<file path="src/rtl/inst_decode_stage_pkg.sv">
// Shared CPU definitions: immediate formats, opcodes,
// decode-buffer states and the buffered entry layout.
package cpu_defs;

  typedef enum logic [2:0] {
    FMT_R = 3'd0,
    FMT_I = 3'd1,
    FMT_S = 3'd2,
    FMT_B = 3'd3,
    FMT_U = 3'd4,
    FMT_J = 3'd5
  } fmt_e;

  localparam logic [6:0] OPC_LUI      = 7'b0110111;
  localparam logic [6:0] OPC_AUIPC    = 7'b0010111;
  localparam logic [6:0] OPC_JAL      = 7'b1101111;
  localparam logic [6:0] OPC_JALR     = 7'b1100111;
  localparam logic [6:0] OPC_BRANCH   = 7'b1100011;
  localparam logic [6:0] OPC_LOAD     = 7'b0000011;
  localparam logic [6:0] OPC_STORE    = 7'b0100011;
  localparam logic [6:0] OPC_OP_IMM   = 7'b0010011;
  localparam logic [6:0] OPC_OP       = 7'b0110011;
  localparam logic [6:0] OPC_MISC_MEM = 7'b0001111;
  localparam logic [6:0] OPC_SYSTEM   = 7'b1110011;

  typedef enum logic [1:0] {
    ST_EMPTY = 2'd0,
    ST_ONE   = 2'd1,
    ST_FULL  = 2'd2
  } state_e;

  typedef struct packed {
    logic [31:0] inst;
    logic [31:0] pc;
    logic [31:0] imm;
    fmt_e        fmt;
    logic        illegal;
  } dec_ent_t;

endpackage

</file>
<file path="src/rtl/inst_decode_stage_if.sv">
// Fetch-side and execute-side handshake bundle of the decode stage.
// master = fetch/execute environment, slave = decode stage.
interface inst_decode_stage_if;

  logic        in_valid;
  logic        in_ready;
  logic [31:0] in_inst;
  logic [31:0] in_pc;
  logic        out_valid;
  logic        out_ready;
  logic [31:0] out_inst;
  logic [31:0] out_pc;
  logic [31:0] out_imm;
  logic [2:0]  out_fmt;
  logic        out_illegal;

  modport master (
    output in_valid, in_inst, in_pc, out_ready,
    input  in_ready, out_valid, out_inst, out_pc,
    input  out_imm, out_fmt, out_illegal
  );

  modport slave (
    input  in_valid, in_inst, in_pc, out_ready,
    output in_ready, out_valid, out_inst, out_pc,
    output out_imm, out_fmt, out_illegal
  );

endinterface

</file>
<file path="src/rtl/inst_immediate_decode.sv">
// Builds every sign-extended RV32 immediate from one instruction word.
// Bits [6:0] carry no immediate data and are not taken.
module inst_immediate_decode (
  input  logic [31:7] i_inst,
  output logic [31:0] o_imm_i,
  output logic [31:0] o_imm_s,
  output logic [31:0] o_imm_b,
  output logic [31:0] o_imm_u,
  output logic [31:0] o_imm_j
);

  assign o_imm_i = {{20{i_inst[31]}}, i_inst[31:20]};

  assign o_imm_s = {{20{i_inst[31]}},
                    i_inst[31:25], i_inst[11:7]};

  assign o_imm_b = {{19{i_inst[31]}}, i_inst[31],
                    i_inst[7], i_inst[30:25],
                    i_inst[11:8], 1'b0};

  assign o_imm_u = {i_inst[31:12], 12'b0};

  assign o_imm_j = {{11{i_inst[31]}}, i_inst[31],
                    i_inst[19:12], i_inst[20],
                    i_inst[30:21], 1'b0};

endmodule

</file>
<file path="src/rtl/inst_opcode_classify.sv">
// Combinational opcode classifier: immediate format and illegal flag.
// Every legal opcode ends in 2'b11, so compressed encodings fall to illegal.
module inst_opcode_classify
  import cpu_defs::*;
(
  input  logic [6:0] i_opcode,
  output fmt_e       o_fmt,
  output logic       o_illegal
);

  always_comb begin
    o_fmt     = FMT_R;
    o_illegal = 1'b0;
    unique case (1'b1)
      (i_opcode == OPC_LUI) ||
      (i_opcode == OPC_AUIPC):    o_fmt = FMT_U;
      (i_opcode == OPC_JAL):      o_fmt = FMT_J;
      (i_opcode == OPC_JALR)   ||
      (i_opcode == OPC_LOAD)   ||
      (i_opcode == OPC_OP_IMM) ||
      (i_opcode == OPC_MISC_MEM) ||
      (i_opcode == OPC_SYSTEM):   o_fmt = FMT_I;
      (i_opcode == OPC_STORE):    o_fmt = FMT_S;
      (i_opcode == OPC_BRANCH):   o_fmt = FMT_B;
      (i_opcode == OPC_OP):       o_fmt = FMT_R;
      default:                    o_illegal = 1'b1;
    endcase
  end

endmodule

</file>
<file path="src/rtl/inst_decode_stage.sv">
// Two-entry decode skid buffer between fetch and execute.
// Optional perf counters enabled by INST_DECODE_PERF_EN.
module inst_decode_stage
  import cpu_defs::*;
#(
  parameter int          DEPTH            = 2,
  parameter logic [31:0] RESET_PC_INVALID = 32'h0
) (
  input  logic                clk,
  input  logic                reset,
  input  logic                flush,
  inst_decode_stage_if.slave  bus
`ifdef INST_DECODE_PERF_EN
  ,
  output logic [31:0]         decoded_count,
  output logic [15:0]         illegal_count
`endif
);

  localparam dec_ent_t ENT_BLANK = '{
    inst:    RESET_PC_INVALID,
    pc:      RESET_PC_INVALID,
    imm:     RESET_PC_INVALID,
    fmt:     FMT_R,
    illegal: 1'b0
  };

  state_e      r_state;
  state_e      w_next;
  dec_ent_t    r_ent [DEPTH];
  dec_ent_t    w_new;
  fmt_e        w_fmt;
  logic        w_illegal;
  logic [31:0] w_imm;
  logic [31:0] w_imm_i;
  logic [31:0] w_imm_s;
  logic [31:0] w_imm_b;
  logic [31:0] w_imm_u;
  logic [31:0] w_imm_j;
  logic        w_in_ready;
  logic        w_out_valid;
  logic        w_push;
  logic        w_pop;
  logic        w_wr;

  inst_opcode_classify u_classify (
    .i_opcode  (bus.in_inst[6:0]),
    .o_fmt     (w_fmt),
    .o_illegal (w_illegal)
  );

  inst_immediate_decode u_imm (
    .i_inst  (bus.in_inst[31:7]),
    .o_imm_i (w_imm_i),
    .o_imm_s (w_imm_s),
    .o_imm_b (w_imm_b),
    .o_imm_u (w_imm_u),
    .o_imm_j (w_imm_j)
  );

  always_comb begin
    w_imm = 32'h0;
    unique case (w_fmt)
      FMT_I:   w_imm = w_imm_i;
      FMT_S:   w_imm = w_imm_s;
      FMT_B:   w_imm = w_imm_b;
      FMT_U:   w_imm = w_imm_u;
      FMT_J:   w_imm = w_imm_j;
      default: w_imm = 32'h0;
    endcase
  end

  assign w_new = '{
    inst:    bus.in_inst,
    pc:      bus.in_pc,
    imm:     w_imm,
    fmt:     w_fmt,
    illegal: w_illegal
  };

  assign w_in_ready  = !reset && (r_state != ST_FULL);
  assign w_out_valid = (r_state != ST_EMPTY);
  assign w_push      = bus.in_valid && w_in_ready;
  assign w_pop       = w_out_valid && bus.out_ready;
  // A flushed push is consumed by fetch but never stored
  assign w_wr        = w_push && !flush;

  always_ff @(posedge clk) begin
    if (reset) begin
      r_state <= ST_EMPTY;
    end else begin
      r_state <= w_next;
    end
  end

  always_comb begin
    w_next = r_state;
    unique case (r_state)
      ST_EMPTY: if (w_push) w_next = ST_ONE;
      ST_ONE: begin
        if (w_push && !w_pop)      w_next = ST_FULL;
        else if (w_pop && !w_push) w_next = ST_EMPTY;
      end
      ST_FULL:  if (w_pop) w_next = ST_ONE;
      default:  w_next = ST_EMPTY;
    endcase
    if (flush) w_next = ST_EMPTY;
  end

  always_comb begin
    bus.in_ready  = w_in_ready;
    bus.out_valid = w_out_valid;
    if (w_out_valid) begin
      bus.out_inst    = r_ent[0].inst;
      bus.out_pc      = r_ent[0].pc;
      bus.out_imm     = r_ent[0].imm;
      bus.out_fmt     = r_ent[0].fmt;
      bus.out_illegal = r_ent[0].illegal;
    end else begin
      bus.out_inst    = RESET_PC_INVALID;
      bus.out_pc      = RESET_PC_INVALID;
      bus.out_imm     = RESET_PC_INVALID;
      bus.out_fmt     = FMT_R;
      bus.out_illegal = 1'b0;
    end
  end

  always_ff @(posedge clk) begin
    if (reset) begin
      for (int k = 0; k < DEPTH; k++) begin
        r_ent[k] <= ENT_BLANK;
      end
    end else begin
      if (w_wr && (r_state == ST_EMPTY ||
                   (r_state == ST_ONE && w_pop))) begin
        r_ent[0] <= w_new;
      end else if (w_pop && r_state == ST_FULL) begin
        r_ent[0] <= r_ent[1];
      end
      if (w_wr && r_state == ST_ONE && !w_pop) begin
        r_ent[1] <= w_new;
      end
    end
  end

`ifdef INST_DECODE_PERF_EN
  logic [31:0] r_dec_cnt;
  logic [15:0] r_ill_cnt;

  always_ff @(posedge clk) begin
    if (reset) begin
      r_dec_cnt <= 32'h0;
      r_ill_cnt <= 16'h0;
    end else begin
      if (w_pop) r_dec_cnt <= r_dec_cnt + 32'd1;
      if (w_pop && r_ent[0].illegal &&
          r_ill_cnt != 16'hFFFF) begin
        r_ill_cnt <= r_ill_cnt + 16'd1;
      end
    end
  end

  assign decoded_count = r_dec_cnt;
  assign illegal_count = r_ill_cnt;
`endif

endmodule
</file>
<file path="src/flat_wrapper.sv">
// flat-port wrapper written by rule: the top's interface ports become plain ports
module inst_decode_stage_flat import cpu_defs::*;
#(
  parameter int          DEPTH            = 2,
  parameter logic [31:0] RESET_PC_INVALID = 32'h0
)
  (clk, reset, flush, bus_in_valid, bus_in_inst, bus_in_pc, bus_out_ready, bus_in_ready, bus_out_valid, bus_out_inst, bus_out_pc, bus_out_imm, bus_out_fmt, bus_out_illegal);
  inst_decode_stage_if bus_i ();
  input  logic clk;
  input  logic reset;
  input  logic flush;
  input wire logic [$bits(bus_i.in_valid)-1:0] bus_in_valid;
  input wire logic [$bits(bus_i.in_inst)-1:0] bus_in_inst;
  input wire logic [$bits(bus_i.in_pc)-1:0] bus_in_pc;
  input wire logic [$bits(bus_i.out_ready)-1:0] bus_out_ready;
  output wire logic [$bits(bus_i.in_ready)-1:0] bus_in_ready;
  output wire logic [$bits(bus_i.out_valid)-1:0] bus_out_valid;
  output wire logic [$bits(bus_i.out_inst)-1:0] bus_out_inst;
  output wire logic [$bits(bus_i.out_pc)-1:0] bus_out_pc;
  output wire logic [$bits(bus_i.out_imm)-1:0] bus_out_imm;
  output wire logic [$bits(bus_i.out_fmt)-1:0] bus_out_fmt;
  output wire logic [$bits(bus_i.out_illegal)-1:0] bus_out_illegal;
  assign bus_i.in_valid = bus_in_valid;
  assign bus_i.in_inst = bus_in_inst;
  assign bus_i.in_pc = bus_in_pc;
  assign bus_i.out_ready = bus_out_ready;
  assign bus_in_ready = bus_i.in_ready;
  assign bus_out_valid = bus_i.out_valid;
  assign bus_out_inst = bus_i.out_inst;
  assign bus_out_pc = bus_i.out_pc;
  assign bus_out_imm = bus_i.out_imm;
  assign bus_out_fmt = bus_i.out_fmt;
  assign bus_out_illegal = bus_i.out_illegal;
  inst_decode_stage #(.DEPTH(DEPTH), .RESET_PC_INVALID(RESET_PC_INVALID)) u_core (.clk(clk), .reset(reset), .flush(flush), .bus(bus_i));
endmodule
</file>
<file path="config.mk">
export PLATFORM = sky130hd
export DESIGN_NAME = inst_decode_stage_flat
export DESIGN_NICKNAME = d
export VERILOG_FILES = /design/src/rtl/inst_decode_stage_pkg.sv /design/src/rtl/inst_decode_stage_if.sv /design/src/rtl/inst_immediate_decode.sv /design/src/rtl/inst_opcode_classify.sv /design/src/rtl/inst_decode_stage.sv /design/src/flat_wrapper.sv
export SDC_FILE = /design/constraint.sdc
export NUM_CORES = 1
export LEC_CHECK = 0
export ABC_AREA = 1
export ABC_CLOCK_PERIOD_IN_PS = 13570
export CAP_MARGIN = 20
export CORE_ASPECT_RATIO = 1.2
export CORE_MARGIN = 8
export CORE_UTILIZATION = 55
export DETAILED_ROUTE_END_ITERATION = 10
export PLACE_DENSITY_LB_ADDON = 0.08
export SYNTH_ARGS = -nofsm -noshare
export SYNTH_HDL_FRONTEND = slang
export SYNTH_SLANG_ARGS = --single-unit
</file>
<file path="constraint.sdc">
create_clock -name clk -period 13.57 [get_ports clk]
set_input_delay 2.714 -clock clk [delete_from_list [all_inputs] [get_ports clk]]
set_output_delay 2.714 -clock clk [all_outputs]
set_load 0.03 [all_outputs]
</file>
# Yosys cells after proc, flatten, opt, wreduce, memory -nomap -nowiden
# Memories as Yosys holds them, arrays and structs flattened.
# Index checks and enable logic that the tools add are counted.
[word_totals]
register_bits = 2
ram_bits = 200
in_bits = 69
output_inout_bits = 102
n_memories = 1
[memory_table]
columns = ["name", "depth", "word_bits", "rd", "rd_ports_with_merged_regs", "wr", "line_no", "source"]
rows = [
  ["u_core.r_ent", 2, 100, 2, 0, 2, "inst_decode_stage.sv:30", "dec_ent_t r_ent [DEPTH];"],
]
[classes]
eq_ne = 22
mux = 28
bitwise = 3
n_reduce_logical = 26
[ops]
columns = ["operator", "n"]
rows = [
  ["$mux W100", 3],
  ["$pmux W32 S5", 1],
  ["$mux W32", 3],
  ["$eq A7 B7 Y1 const B", 4],
  ["$eq A7 B6 Y1 const B", 3],
  ["$pmux W3 S5", 1],
  ["$eq A7 B5 Y1 const B", 2],
  ["$mux W1", 14],
  ["$logic_and A1 B1 Y1", 11],
  ["$mux W2", 4],
  ["$eq A7 B2 Y1 const B", 1],
  ["$eq A7 B4 Y1 const B", 1],
  ["$eq A3 B2 Y1 const B", 2],
  ["$eq A3 B3 Y1 const B", 2],
  ["$logic_or A1 B1 Y1", 6],
  ["$pmux W2 S3", 1],
  ["$reduce_or A6 Y1", 1],
  ["$logic_not A1 Y1", 4],
  ["$ne A2 B1 Y1 const B", 2],
  ["$eq A3 B1 Y1 const B", 1],
  ["$mux W3", 1],
  ["$ne A3 B1 Y1 const B", 1],
  ["$or A1 B1 Y1", 3],
  ["$reduce_and A3 Y1", 1],
  ["6 further kinds", 6],
]

# Logic depth before layout (Yosys ltp)
# Gate-level depths: netlist of run 1.
[logic_depth]
word_depth = 10
depth_mapped = 11
mapped_depth_nobuf = 10

# By module
# A second synthesis of run 1 with hierarchy kept.
[unflattened]
hier_cells = 1553
area_unflattened_um2 = 12378.1
[by_module_without_submodules]
columns = ["module", "n_inst", "cells_each", "area_each_um2"]
rows = [
  ["inst_decode_stage", 1, 1354, 11014.3],
  ["inst_immediate_decode", 1, 161, 1204.9],
  ["inst_opcode_classify", 1, 38, 158.9],
]

# Worst setup path before layout of run 1
# OpenSTA, ideal clock, no wires.
[synth_path]
path_kind = "input port to flip-flop"
start = "input reset"
end = "memory u_core.r_ent[0][0] (netlist bit), enable pin"
setup_ns = 1.179
arrival_time_ns = 5.487
t_required_ns = 12.391
slack_ns = 6.903
path_stages = 5
path_cell_list = "inv_2 -> nand3_4 -> buf_2 -> buf_2 -> nand3_1"
[synth_lines]
columns = ["item", "line_no", "source"]
rows = [
  ["start: declaration", "flat_wrapper.sv:10", "input logic reset;"],
  ["end: declaration", "inst_decode_stage.sv:30", ""],
]

# Worst setup path after layout of run 1
[layout_path]
start = "input reset"
end = "output bus_in_ready"
[layout_via]
elab_chain_cells = 2
[layout_rtl]
columns = ["item", "line_no", "source"]
rows = [
  ["$logic_not A1 Y1", "inst_decode_stage.sv:81", "assign w_in_ready = !reset && (r_state != ST_FULL);"],
  ["$logic_and A1 B1 Y1", "inst_decode_stage.sv:81", ""],
  ["end: declaration", "flat_wrapper.sv:16", "output wire logic [$bits(bus_i.in_ready)-1:0] bus_in_ready;"],
]
# No other way between the ends.

==> results.ini, run 1 <==
[run_status]
status = complete, no violations

[setup_path]
end_of_the_critical_path = bus_in_ready
crit_path_top_delay_cell = clkdlybuf4s50_1
crit_required_ns = 10.86
rr_worst_depth = 11
crit_cells = 3
timing_worst_setup_path_type = in2out
timing.rr.end = u_core.r_ent[0][127]$_SDFFCE_PN0P_
cp.arrival_ns = 3.96
cpPeakStageDelay_ns = 0.68
critical-path-top-delay-family = buffers and inverters
cp-start-kind = primary input
crit_start = reset
r2r_start = u_core.r_state[0]$_SDFFE_PP0P_
path_max_fanout = 3
worst-path-buf-inv = 2
worst_path_most_repeated_cell = clkdlybuf4s50_1
ff2ff_setup_slack_ns = 10.43
crit_path_end_kind = output pin
path_cells = clkdlybuf4s50_1 > nor2_1 > clkdlybuf4s50_1

[final_layout]
layout_filler_cell_count = 1640
layout_area_overhead_pct = 22.47
fin_cells = 1781
n_antenna_cell = 0
layout.nets = 1574
area.sequential_um2 = 6046
multi_input_comb_area_um2 = 3257
layout-drive-gt1-share = 0.06250

[clocking]
numCtsBuffers = 22
worstSkewPairLatency_ns = 0.50
postcts_setup_bufs = 0
cts.repair.resized = 0
clock_sink_count = 202
h_tree_levels = 1
cts_hold_buffers = 0
clk_pin_slew_worst_paths_ns = 0.06
clock_path_buffers = 3
cts.root.buffer_cell = clkbuf_16
cts_tree = yes

[timing]
setup-tns-final_ns = 0
slew_violations = 0
timing.final.crit_share = 0.4920
clock_skew_ns = 0.01621
tightest_slew_ns = 1.029
max_slew_margin = 0.3142
maximum_frequency_from_static_timing_analysis_ghz = 0.1498
unrepaired_setup_endpoints_after_global_routing = no
setup-violations-final = 0
timing_hold_violations_final = 0
timing.final.crit_period_ns = 6.677
fin_worst_hold_slack_ns = 0.5820

[synth]
synth_area_um2 = 10920
synth_seq_area_share = 0.5535
yosys_register_bits = 202
post_synth_num_cell_types = 24
ys_warn_count = 0
synthesis.area_per_instance_um2 = 7.979
synthesis.nets = 1438
postSynthCellCount = 1369

[grt]
first_global_vias = 8080
number_of_antenna_violations_at_the_first_check_in_global_routing = 0
overflow = 0
grt_use_total = 0.2022
grt_start_max_net_pins = 96
grt_first_pass_wirelength_mm = 40.08

[drt]
dr.first_iter.drc_count = 550
antenna_violation_net_count_after_detailed_routing = 0
route.detailed.drc = 0
drt_pass1_iterations = 6
wl_per_cell_um = 13.83
wl_mm = 24.64
dr_total_vias = 8430
via_per_inst = 4.733

[placement]
finalWeightedCongestion = 0.8399
dp_hpwl_mm = 15.74
place.port_buffers = 170
placed_cells = 1742

[power_and_ir_drop]
power.leakage_nw = 6.976
power.density_cell_area_nw_per_um2 = 106.2
peakVddDrop_uv = 102.6

[die]
die_area_um2 = 24640
core_area_um2 = 19550
floorplan.initialDensity = 0.5588
die_h_um = 170.4
top_level_ports = 171
num_rows = 56
dieWidth_um = 144.6

[hold_path]
hp-class = reg2reg

[flow_run]
maxCapViolCount = 0

cell type report:
| cell class | instances | share of cell area |
|---|---|---|
| sequential | 202 | 0.4519 |
| multi-input combinational | 771 | 0.2435 |
| timing repair buffer | 182 | 0.1369 |
| inverter | 326 | 0.09147 |
| clock buffer | 27 | 0.04415 |
| tap | 261 | 0.02441 |
| clock inverter | 12 | 0.007669 |
registers in the layout, summed over array words and instances (netlist names):
name,cells
u_core.r_ent,200
u_core.r_state,2
through the flow:
step	util	instance area [µm²]	setup WS, ns	total power [mW]
after floorplan	-	10920	6.903	0.8082
after global placement	0.6461	12630	6.878	0.8543
after detailed placement	0.6489	12680	6.883	0.8573
after CTS	0.6843	13380	6.883	1.434
after global routing	0.6843	13380	6.840	1.474
final	0.6843	13380	6.893	1.421
placed cells by master (no fill, tap or decap), types with 4 or more instances in the layout:
master | synthesis | final
edfxtp_1 | 200 | 200
a21oi_1 | 36 | 36
nor2_2 | 4 | 4
nand3_1 | 86 | 85
nand3_4 | 3 | 4
o21ai_0 | 12 | 12
inv_1 | 306 | 306
clkbuf_16 | 0 | 23
inv_2 | 20 | 20
clkinv_1 | 0 | 6
or2_0 | 15 | 15
buf_4 | 10 | 10
clkdlybuf4s50_1 | 0 | 170
clkbuf_1 | 20 | 4
nand2_2 | 4 | 4
clkinv_2 | 0 | 4
nor2_1 | 151 | 150
nand2_1 | 437 | 436
or2_2 | 18 | 18
routing by layer:
metal,vias to the layer above,track usage,share of wire
li1,4359,-,-
met1,3801,0.2468,0.40
met2,242,0.3619,0.51
met3,28,0.03196,0.071
met4,0,0.05394,0.018
met5,-,0,0
kinds of logic (layout without fill, tap and decap cells):
group	Yosys count	after routing	synth area share
flip-flops	202	202	0.5535
AO/OA/AOI/OAI	50	50	0.02314
buffers and inverters	396	547	0.1513
AND/OR/NAND/NOR	721	721	0.2720
Yosys cell counts, drive strengths merged:
cell type	count	share of area
a21oi	36	0.016
buf	50	0.032
clkbuf	20	0.0069
dfxtp	2	0.0037
edfxtp	200	0.55
inv	326	0.11
nand2	442	0.15
nand3	89	0.044
nand4	1	0.00057
nor2	155	0.054
nor3b	1	0.00069
o21ai	13	0.0060
o31ai	1	0.00069
or2	33	0.019
power by group:
| part | internal [mW] | switching (mW) |
|---|---|---|
| Sequential | 0.718 | 0.00773 |
| Combinational | 0.0421 | 0.0753 |
| Clock | 0.345 | 0.232 |
| Total | 1.11 | 0.315 |
worst register-to-register path, delay by kind of cell, from the launching register on:
kind            cells  cell delay (ns)
buf+inv             5             1.80
flops               1             0.42
simple gates        5             0.51
compound gates      1             0.26
worst min path at each step:
stage / cells past startpoint / startpoint / end / slack [ns]
2_1_floorplan: 2 / u_core.r_state[0]$_SDFFE_PP0P_ / u_core.r_state[0]$_SDFFE_PP0P_ / 0.50
3_3_place_gp: 2 / u_core.r_state[0]$_SDFFE_PP0P_ / u_core.r_state[0]$_SDFFE_PP0P_ / 0.56
3_5_place_dp: 2 / u_core.r_state[0]$_SDFFE_PP0P_ / u_core.r_state[0]$_SDFFE_PP0P_ / 0.58
4_1_cts: 2 / u_core.r_state[0]$_SDFFE_PP0P_ / u_core.r_state[0]$_SDFFE_PP0P_ / 0.59
5_1_grt: 2 / u_core.r_state[0]$_SDFFE_PP0P_ / u_core.r_state[0]$_SDFFE_PP0P_ / 0.60
6_report: 2 / u_core.r_state[0]$_SDFFE_PP0P_ / u_core.r_state[0]$_SDFFE_PP0P_ / 0.58
(Power assumes the default switching activity.)
==> inputs of run 2 (changes only) <==
--- a/config.mk
+++ b/config.mk
@@ -6,7 +6,7 @@
 export NUM_CORES = 1
 export LEC_CHECK = 0
 export ABC_AREA = 1
-export ABC_CLOCK_PERIOD_IN_PS = 13570
+export ABC_CLOCK_PERIOD_IN_PS = 6300
 export CAP_MARGIN = 20
 export CORE_ASPECT_RATIO = 1.2
 export CORE_MARGIN = 8
==> constraint.sdc (replaced) <==
create_clock -name clk -period 6.3 [get_ports clk]
set_input_delay 1.26 -clock clk [delete_from_list [all_inputs] [get_ports clk]]
set_output_delay 1.26 -clock clk [all_outputs]
set_load 0.03 [all_outputs]
==> run 2 against run 1 <==
  * Setup slack got worse by 4.5 ns
  * Core utilization fell by 0.35 points
  * Non-clock buffer count down 1
  * Hold slack improved by 0.00060 ns
  * Count of clock-buffer cells in the layout is 4 lower
  * Wire length grew 1.4%
  * Clock skew decreased by 0.0046 ns
  * Combinational power up 120%
  * Total power up 110%
  * Largest power group unchanged
==> results.ini, run 2 (same netlist as run 1, synthesis figures left out) <==
[clocking]
clock_sink_count = 202  ; unchanged
clk_pin_slew_worst_paths_ns = 0.06  ; about the same
cts.repair.resized = 0  ; unchanged
postcts_setup_bufs = 0  ; unchanged
clock_path_buffers = 3  ; unchanged
worstSkewPairLatency_ns = 0.49  ; was 0.50 ns
cts.root.buffer_cell = clkbuf_16  ; unchanged
cts_hold_buffers = 0  ; unchanged
numCtsBuffers = 21  ; was 22
cts_tree = yes  ; unchanged
h_tree_levels = 1  ; unchanged

[drt]
via_per_inst = 4.777  ; was 4.733
antenna_violation_net_count_after_detailed_routing = 0  ; unchanged
dr.first_iter.drc_count = 563  ; was 550
wl_mm = 24.98  ; was 24.64 mm
route.detailed.drc = 0  ; unchanged
wl_per_cell_um = 14.07  ; was 13.83 µm
drt_pass1_iterations = 5  ; was 6
dr_total_vias = 8480  ; was 8430

[power_and_ir_drop]
power.leakage_nw = 6.939  ; was 6.976 nW
power.density_cell_area_nw_per_um2 = 228.4  ; was 106.2 nW/µm²
peakVddDrop_uv = 205.5  ; was 102.6 µV

[placement]
finalWeightedCongestion = 0.8230  ; was 0.8399
place.port_buffers = 170  ; unchanged
dp_hpwl_mm = 16.31  ; was 15.74 mm

[grt]
grt_use_total = 0.2014  ; was 0.2022
first_global_vias = 7864  ; was 8080
grt_first_pass_wirelength_mm = 39.70  ; was 40.08 mm
overflow = 0  ; unchanged
grt_start_max_net_pins = 102  ; was 96
number_of_antenna_violations_at_the_first_check_in_global_routing = 0  ; unchanged

[die]
die_area_um2 = 24640  ; unchanged
num_rows = 56  ; unchanged
die_h_um = 170.4  ; unchanged
dieWidth_um = 144.6  ; unchanged
top_level_ports = 171  ; unchanged
core_area_um2 = 19550  ; unchanged
floorplan.initialDensity = 0.5588  ; unchanged

[setup_path]
cpPeakStageDelay_ns = 0.93  ; was 0.68 ns
r2r_start = u_core.r_state[1]$_SDFFE_PP0P_  ; was u_core.r_state[0]$_SDFFE_PP0P_
timing_worst_setup_path_type = in2reg  ; was in2out
crit_required_ns = 6.67  ; was 10.86 ns
critical-path-top-delay-family = buffers and inverters  ; unchanged
crit_start = bus_out_ready  ; was reset
path_max_fanout = 101  ; was 3
cp.arrival_ns = 4.26  ; was 3.96 ns
path_cells = clkdlybuf4s50_1 > nand3_4 > nand3_4 > buf_4 > nand2_1 > inv_1 > nand2_1 > inv_1  ; was clkdlybuf4s50_1 > nor2_1 > clkdlybuf4s50_1
worst-path-buf-inv = 4  ; was 2
crit_path_top_delay_cell = buf_4  ; was clkdlybuf4s50_1
crit_path_end_kind = flop  ; was output pin
cp-start-kind = primary input  ; unchanged

[final_layout]
layout-drive-gt1-share = 0.06011  ; was 0.06250
n_antenna_cell = 0  ; unchanged
regMostFlops = u_core.r_ent  ; unchanged
layout_area_overhead_pct = 21.84  ; was 22.47%
number_of_flip_flops_under_the_largest_register_name = 200  ; unchanged
core_utilization_of_the_finished_layout = 0.6808  ; was 0.6843
layout_filler_cell_count = 1654  ; was 1640
reg_top3 = u_core.r_ent x200, u_core.r_state x2  ; unchanged
layout.cells.most_common_list = nand2_1, inv_1, edfxtp_1  ; unchanged
mostFrequentLayoutCell = nand2_1  ; unchanged
layout.nets = 1572  ; was 1574

[timing]
maximum_frequency_from_static_timing_analysis_ghz = 0.2569
tightest_slew_ns = 1.078  ; was 1.029 ns
timing.final.crit_share = 0.6179
timing.final.crit_period_ns = 3.893
setup-tns-final_ns = 0  ; unchanged
timing_hold_violations_final = 0  ; unchanged
unrepaired_setup_endpoints_after_global_routing = no  ; unchanged
setup-violations-final = 0  ; unchanged
max_slew_margin = 0.2814  ; was 0.3142
slew_violations = 0  ; unchanged
clock_skew_ns = 0.01156  ; was 0.01621 ns

[hold_path]
min_from = u_core.r_state[0]$_SDFFE_PP0P_  ; unchanged
hp-class = reg2reg  ; unchanged

[run_status]
status = complete, no violations  ; unchanged

[flow_run]
maxCapViolCount = 0  ; unchanged

run 2: cell types whose count changed in the layout (fill, tap and decap cells not counted):
cell	previous run	this run
buf_4	10	9
buf_12	0	1
clkbuf_1	4	2
buf_16	2	0
bufinv_16	2	3
clkbuf_16	23	21
buf_6	0	1
clkinv_2	4	2
run 2: worst min-delay path, cell delays in order, from the launching register on:
cell and delay, ns:
dfxtp_1 0.36, nand4_1 0.11, a21oi_1 0.07
run 2: through the flow:
step | cell area [µm²] | hold WS, ns | instances | total power [mW] | setup slack, ns
final | 13310 | 0.5826 | 1775 | 3.039 | 2.407
after detailed placement | 12640 | 0.5725 | 1740 | 1.849 | 1.883
after global routing | 13310 | 0.5945 | 1775 | 3.139 | 2.140
after floorplan | 10920 | 0.5047 | 1369 | 1.741 | 1.087
after CTS | 13300 | 0.5817 | 1774 | 3.065 | 2.376
after global placement | 12620 | 0.5598 | 1739 | 1.842 | 1.996
run 2: layout make-up:
class	instances	area (µm²)	share of cell area
clock buffer	23	533.0	0.04005
clock inverter	11	122.6	0.009213
inverter	326	1224	0.09194
multi-input combinational	771	3257	0.2447
sequential	202	6046	0.4543
tap	261	326.6	0.02454
timing repair buffer	181	1800	0.1353
run 2: final timing paths:
path              cells past startpoint  slack [ns]                                end
setup / recovery                      8        2.41  u_core.r_ent[0][19]$_SDFFCE_PN0P_
hold / removal                        2        0.58     u_core.r_state[0]$_SDFFE_PP0P_
setup reg to reg                      9        3.20  u_core.r_ent[0][19]$_SDFFCE_PN0P_
hold reg to reg                       2        0.58     u_core.r_state[0]$_SDFFE_PP0P_
run 2: routing by layer:
metal  wire [µm]  vias up  track usage
met5           0        -            0
met4         510        0      0.05440
met3        1602       32      0.03588
met2       12620      218       0.3548
met1       10240     3877       0.2483
li1            -     4353            -
run 2: where the power goes:
group | total [mW] | internal (mW) | switching [mW]
sequential | 1.56 | 1.55 | 0.0176
clock | 1.22 | 0.726 | 0.495
combinational | 0.254 | 0.0919 | 0.162
total | 3.04 | 2.36 | 0.675
